`src/rtl/arm_pkg.sv`:
```
// Shared encodings for the multi-cycle ARM controller: FSM states, mux selects and
// instruction-field constants.
package arm_pkg;

    typedef enum logic [3:0] {
        FETCH    = 4'd0,
        DECODE   = 4'd1,
        MEMADR   = 4'd2,
        MEMREAD  = 4'd3,
        MEMWB    = 4'd4,
        MEMWRITE = 4'd5,
        EXECR    = 4'd6,
        EXECI    = 4'd7,
        ALUWB    = 4'd8,
        BRANCH   = 4'd9,
        EXECMUL  = 4'd10
    } state_t;

    localparam logic [1:0] SRCB_REG  = 2'b00;
    localparam logic [1:0] SRCB_IMM  = 2'b01;
    localparam logic [1:0] SRCB_FOUR = 2'b10;

    localparam logic [1:0] RES_ALUOUT = 2'b00;
    localparam logic [1:0] RES_DATA   = 2'b01;
    localparam logic [1:0] RES_ALU    = 2'b10;
    localparam logic [1:0] RES_MUL    = 2'b11;

    localparam logic [1:0] OP_DP  = 2'b00;
    localparam logic [1:0] OP_MEM = 2'b01;
    localparam logic [1:0] OP_BR  = 2'b10;

    localparam logic [3:0] MUL_INSTR74 = 4'b1001;

endpackage

```
`src/rtl/cycle_counter.sv`:
```
// Loadable down-counter with zero flag; holds at zero. Synchronous active-high reset.
module cycle_counter #(
    parameter int unsigned Width = 3
) (
    input  logic             clk,
    input  logic             reset,
    input  logic             load,
    input  logic [Width-1:0] load_value,
    input  logic             en,
    output logic [Width-1:0] count,
    output logic             zero
);

    logic [Width-1:0] count_q;

    always_ff @(posedge clk) begin
        if (reset) begin
            count_q <= '0;
        end else if (load) begin
            count_q <= load_value;
        end else if (en && (count_q != '0)) begin
            count_q <= count_q - 1'b1;
        end
    end

    assign count = count_q;
    assign zero  = (count_q == '0);

endmodule

```
`src/rtl/main_fsm.sv`:
```
// Multi-cycle main controller FSM sharing one ALU and one memory port.
// Define MAIN_FSM_MUL_EN to add the EXECMUL state and multi-cycle multiplier sequencing.
module main_fsm
    import arm_pkg::*;
#(
    parameter int unsigned MUL_CYCLES = 4
) (
    input  logic       clk,
    input  logic       reset,
    input  logic [1:0] op,
    input  logic [5:0] funct,
    input  logic [3:0] instr74,
    input  logic       mem_ready,
    output logic       ir_write,
    output logic       next_pc,
    output logic       adr_src,
    output logic       alu_src_a,
    output logic [1:0] alu_src_b,
    output logic [1:0] result_src,
    output logic       alu_op,
    output logic       reg_w,
    output logic       mem_w,
    output logic       branch,
    output logic       mul_start,
    output logic [3:0] state
);

    if (MUL_CYCLES < 1) begin : g_bad_cfg
        $error("MUL_CYCLES must be at least 1");
    end

    state_t state_q, state_d;

`ifdef MAIN_FSM_MUL_EN
    localparam int unsigned CntW = $clog2(MUL_CYCLES) + 1;
    localparam logic [CntW-1:0] MulLoad = CntW'(MUL_CYCLES - 1);

    logic [CntW-1:0] cnt;
    logic            cnt_zero;
    logic            mul_flag_q;
    logic            is_mul;

    assign is_mul = (funct[5:1] == 5'b00000) && (instr74 == MUL_INSTR74);

    cycle_counter #(
        .Width(CntW)
    ) u_cycle_counter (
        .clk       (clk),
        .reset     (reset),
        .load      ((state_q == DECODE) && (state_d == EXECMUL)),
        .load_value(MulLoad),
        .en        (state_q == EXECMUL),
        .count     (cnt),
        .zero      (cnt_zero)
    );

    always_ff @(posedge clk) begin
        if (reset) begin
            mul_flag_q <= 1'b0;
        end else if ((state_q == EXECMUL) && cnt_zero) begin
            mul_flag_q <= 1'b1;
        end else if (state_q == ALUWB) begin
            mul_flag_q <= 1'b0;
        end
    end

    // Counter still holds its load value only in the first EXECMUL cycle.
    assign mul_start = (state_q == EXECMUL) && (cnt == MulLoad);
`else
    logic unused_mul_fields;
    assign unused_mul_fields = ^{instr74, funct[4:1]};
    assign mul_start = 1'b0;
`endif

    always_ff @(posedge clk) begin
        if (reset) begin
            state_q <= FETCH;
        end else begin
            state_q <= state_d;
        end
    end

    always_comb begin
        state_d    = FETCH;
        ir_write   = 1'b0;
        next_pc    = 1'b0;
        adr_src    = 1'b0;
        alu_src_a  = 1'b0;
        alu_src_b  = SRCB_REG;
        result_src = RES_ALUOUT;
        alu_op     = 1'b0;
        reg_w      = 1'b0;
        mem_w      = 1'b0;
        branch     = 1'b0;

        case (state_q)
            FETCH: begin
                alu_src_a  = 1'b1;
                alu_src_b  = SRCB_FOUR;
                result_src = RES_ALU;
                ir_write   = mem_ready;
                next_pc    = mem_ready;
                state_d    = mem_ready ? DECODE : FETCH;
            end
            DECODE: begin
                alu_src_a  = 1'b1;
                alu_src_b  = SRCB_FOUR;
                result_src = RES_ALU;
                case (op)
                    OP_MEM: state_d = MEMADR;
                    OP_BR:  state_d = BRANCH;
                    OP_DP: begin
                        if (funct[5]) begin
                            state_d = EXECI;
                        end else begin
`ifdef MAIN_FSM_MUL_EN
                            state_d = is_mul ? EXECMUL : EXECR;
`else
                            state_d = EXECR;
`endif
                        end
                    end
                    default: state_d = FETCH;
                endcase
            end
            MEMADR: begin
                alu_src_b = SRCB_IMM;
                state_d   = funct[0] ? MEMREAD : MEMWRITE;
            end
            MEMREAD: begin
                adr_src = 1'b1;
                state_d = mem_ready ? MEMWB : MEMREAD;
            end
            MEMWB: begin
                result_src = RES_DATA;
                reg_w      = 1'b1;
            end
            MEMWRITE: begin
                adr_src = 1'b1;
                mem_w   = 1'b1;
                state_d = mem_ready ? FETCH : MEMWRITE;
            end
            EXECR: begin
                alu_src_b = SRCB_REG;
                alu_op    = 1'b1;
                state_d   = ALUWB;
            end
            EXECI: begin
                alu_src_b = SRCB_IMM;
                alu_op    = 1'b1;
                state_d   = ALUWB;
            end
            ALUWB: begin
                reg_w = 1'b1;
`ifdef MAIN_FSM_MUL_EN
                result_src = mul_flag_q ? RES_MUL : RES_ALUOUT;
`endif
            end
            BRANCH: begin
                alu_src_b  = SRCB_IMM;
                result_src = RES_ALU;
                branch     = 1'b1;
            end
`ifdef MAIN_FSM_MUL_EN
            EXECMUL: begin
                state_d = cnt_zero ? ALUWB : EXECMUL;
            end
`endif
            default: state_d = FETCH;
        endcase
    end

    assign state = state_q;

endmodule

```
`config.mk`:
```
export PLATFORM = sky130hd
export DESIGN_NAME = main_fsm
export DESIGN_NICKNAME = d
export VERILOG_FILES = /design/src/rtl/arm_pkg.sv /design/src/rtl/cycle_counter.sv /design/src/rtl/main_fsm.sv
export SDC_FILE = /design/constraint.sdc
export NUM_CORES = 1
export LEC_CHECK = 0
export BUFFER_PORTS_ARGS = -buffer_cell sky130_fd_sc_hd__buf_2
export CORE_AREA = 2 2 39 41
export DETAILED_ROUTE_END_ITERATION = 7
export DIE_AREA = 0 0 41 43
export PLACE_DENSITY_LB_ADDON = 0.25
export SYNTH_ARGS = -nofsm -noshare
export SYNTH_HDL_FRONTEND = slang
export SYNTH_SLANG_ARGS = --single-unit
```
`constraint.sdc`:
```
create_clock -name clk -period 3.8 [get_ports clk]
set_input_delay 0.38 -clock clk [delete_from_list [all_inputs] [get_ports clk]]
set_output_delay 0.38 -clock clk [all_outputs]
set_load 0.005 [all_outputs]
```
==> Flow_metrics.wiki <==
{| class="wikitable"
! Metric !! Value
|-
| Average wire per standard cell || 12.0 um
|-
| Boundary pin count || 32
|-
| Number of hold-repair buffers added at the cts stage || 0
|-
| Unrepaired setup endpoints after global routing || false
|-
| Die height || 43 um
|-
| Fraction of final layout cells sized beyond drive strength 1 || 0.394
|-
| Routed vias/inst || 5.23
|-
| Number of remaining DRC errors || 0
|-
| Syn avg cell area || 7.17 um^2
|-
| Net switching power of the design || 0.0000465 W
|-
| Final Power || 0.000148 W
|-
| First-pass GRT wire length || 1480 um
|-
| Fraction of power consumed by combinational cells || 0.279
|-
| Number of clock sinks seen by CTS || 4
|-
| Count of cells resized by post-cts repair || 0
|-
| Total number of yosys warnings || 0
|-
| Fin crit share || 0.466
|-
| Clock group share of total power || 0.360
|-
| H-tree depth reported by CTS || 1
|-
| PD cells || 299 nW/um^2
|-
| Largest net degree at the start of global routing || 15
|-
| Result of the run || finished, final reports clean
|-
| Crit end category || output port
|-
| Wirelength, routed || 1040 um
|-
| Total vias in the final route || 455
|-
| Number of buffers inserted by post-CTS setup repair || 0
|-
| Worst setup skew after layout || 0.00503 ns
|-
| Number of diodes || 0
|-
| Sw frac || 0.315
|-
| Initial antenna violation count || 0
|-
| Antenna violation net count after detailed routing || 0
|-
| Most common cell after layout, fill and taps aside || sky130_fd_sc_hd__buf_2
|-
| Initial drt markers || 12
|-
| Cell Rows || 14
|-
| TritonCTS clock tree || built
|-
| Via count of the first global-routing pass || 358
|-
| Kind of path behind the tightest hold check || in -> reg
|-
| HPWL after detailed placement || 766 um
|-
| Combined area of all synthesized cells || 373 um^2
|-
| Largest driver fanout on the critical path || 14
|-
| Sequential cell area fraction in the yosys report || 0.215
|-
| Clock-pin transition on the worst setup and hold timing paths || 0.04 ns
|-
| Final setup TNS || 0 ns
|-
| Leak || 0.238 nW
|-
| Library cell used as clock root buffer || sky130_fd_sc_hd__clkbuf_4
|-
| Internal portion of total power || 0.000101 W
|-
| Global-route usage over all layers || 0.126
|-
| Maximum root-to-sink buffer count || 2
|-
| Clock latency on the worst-skew pair || 0.24 ns
|-
| Seq cells post-synth || 4
|-
| Count of buffers from port buffering || 22
|-
| Tmin final || 1.77 ns
|-
| Maximum clock rate || 0.564 GHz
|-
| Highest ir drop seen on vdd || 0.113 mV
|-
| Max-cap check violation count || 0
|-
| Overall die width || 41 um
|-
| Most frequent cells in the layout || sky130_fd_sc_hd__buf_2 (22), sky130_fd_sc_hd__nor2_1 (7), sky130_fd_sc_hd__nor3_1 (4), sky130_fd_sc_hd__dfxtp_1 (4)
|-
| Slew Viols, Final || 0
|-
| Final setup violation count || 0
|-
| Netlist cell types || 32
|-
| Grt total ovfl || 0
|-
| Total count of hold-check failures in the final report || 0
|-
| Flip-flop count of the largest register after layout || 4
|-
| Register share of total power || 0.361
|-
| Data arrival at the endpoint of the critical path || 1.39 ns
|-
| Synthesized netlist net count || 67
|-
| Required time worst endpoint || 3.42 ns
|-
| DRT Pass-1 Iters || 4
|-
| Kind of start point of the critical path || flip-flop
|-
| Initial core utilization || 0.269
|-
| Final-stage net count || 88
|-
| Area of the core region || 1380 um^2
|-
| Cells after synthesis || 52
|-
| Layout Area Growth over Synthesis || 32.2%
|-
| Number of buffers created by CTS || 3
|-
| Die Area || 1760 um^2
|-
| Critical path start-end classification || reg -> out
|-
| Final weighted congestion in routability-driven placement || 0.781
|}
## stage by stage
step | setup WS, ns | utilization | instances | hold slack [ns] | area [um^2]
6_report | 2.03 | 0.356 | 87 | 0.428 | 493
5_1_grt | 1.91 | 0.356 | 87 | 0.453 | 493
2_1_floorplan | 2.42 | - | 52 | 0.566 | 373
3_3_place_gp | 2.25 | 0.340 | 84 | 0.684 | 470
4_1_cts | 2.01 | 0.356 | 87 | 0.431 | 493
3_5_place_dp | 2.26 | 0.340 | 84 | 0.679 | 470
## power by group through the flow
stage | combinational [W] | clock, W | sequential [W]
final | 0.0000411 | 0.0000531 | 0.0000533
after global placement | 0.0000413 | 0 | 0.0000540
after detailed placement | 0.0000414 | 0 | 0.0000541
after CTS | 0.0000415 | 0.0000529 | 0.0000534
after floorplan | 0.0000316 | 0 | 0.0000481
after global routing | 0.0000471 | 0.0000549 | 0.0000544
## kinds of logic after synthesis
group / after synthesis / synth area share
compound gates: 12 / 0.235
xor+xnor: 2 / 0.0470
buf+inv: 9 / 0.117
flops: 4 / 0.215
mux: 1 / 0.0268
other cells: 1 / 0.0101
simple gates: 23 / 0.349
## Yosys cell counts
| master | number | share of area |
|---|---|---|
| sky130_fd_sc_hd__a211o_2 | 1 | 0.027 |
| sky130_fd_sc_hd__xor2_1 | 1 | 0.023 |
| sky130_fd_sc_hd__buf_2 | 1 | 0.013 |
| sky130_fd_sc_hd__a21boi_0 | 1 | 0.020 |
| sky130_fd_sc_hd__nor2_1 | 7 | 0.070 |
| sky130_fd_sc_hd__a41oi_1 | 1 | 0.023 |
| sky130_fd_sc_hd__buf_4 | 2 | 0.040 |
| sky130_fd_sc_hd__nor3_1 | 4 | 0.054 |
| sky130_fd_sc_hd__o22ai_1 | 1 | 0.017 |
| sky130_fd_sc_hd__or2b_1 | 1 | 0.020 |
| sky130_fd_sc_hd__nand2b_1 | 2 | 0.034 |
| sky130_fd_sc_hd__xnor2_1 | 1 | 0.023 |
| sky130_fd_sc_hd__o32ai_1 | 1 | 0.023 |
| sky130_fd_sc_hd__or2_1 | 1 | 0.017 |
| sky130_fd_sc_hd__and3b_1 | 2 | 0.047 |
| sky130_fd_sc_hd__mux2i_1 | 1 | 0.027 |
| sky130_fd_sc_hd__a31oi_1 | 1 | 0.017 |
| sky130_fd_sc_hd__o21ai_0 | 1 | 0.013 |
| sky130_fd_sc_hd__a21oi_1 | 2 | 0.027 |
| sky130_fd_sc_hd__or3b_2 | 1 | 0.023 |
| sky130_fd_sc_hd__o311ai_0 | 1 | 0.023 |
| sky130_fd_sc_hd__clkbuf_2 | 1 | 0.013 |
| sky130_fd_sc_hd__and3b_2 | 1 | 0.027 |
| sky130_fd_sc_hd__inv_1 | 3 | 0.030 |
| sky130_fd_sc_hd__clkbuf_1 | 2 | 0.020 |
| sky130_fd_sc_hd__o2111ai_1 | 1 | 0.023 |
| sky130_fd_sc_hd__conb_1 | 1 | 0.010 |
| sky130_fd_sc_hd__nand2_1 | 2 | 0.020 |
| sky130_fd_sc_hd__nor2b_1 | 1 | 0.017 |
| sky130_fd_sc_hd__or4_1 | 1 | 0.020 |
| sky130_fd_sc_hd__dfxtp_1 | 4 | 0.21 |
| sky130_fd_sc_hd__o211ai_1 | 1 | 0.020 |
## critical path: stages, from the launching register on
cell,delay [ns]
sky130_fd_sc_hd__dfxtp_1,0.59
sky130_fd_sc_hd__inv_1,0.15
sky130_fd_sc_hd__o32ai_1,0.27
sky130_fd_sc_hd__buf_2,0.15
## routing by layer
layer  part of all wire  global-route usage  vias up
li1                   -                   -      221
met1               0.43               0.145      207
met2               0.47               0.203       25
met3              0.083              0.0157        2
met4             0.0096              0.0800        0
met5                  0                   0        -
## worst paths after layout
kind / end / slack, ns / start / cells after the start
worst min-delay path: state[0]$_SDFF_PP0_ / 0.43 / reset / 3
worst max-delay path: alu_src_b[0] / 2.03 / state[1]$_SDFF_PP0_ / 3
worst min register to register: state[0]$_SDFF_PP0_ / 0.71 / state[0]$_SDFF_PP0_ / 2
worst max register to register: state[2]$_SDFF_PP0_ / 2.28 / state[0]$_SDFF_PP0_ / 3
## final cells by class
type,count,area (um^2)
fill,153,891
multi-input combinational,39,249
clock buffer,3,22.5
timing repair buffer,22,110
sequential,4,80.1
inverter,3,11.3
tap,16,20.0
No activity file was read; power rests on OpenSTA's default activity.
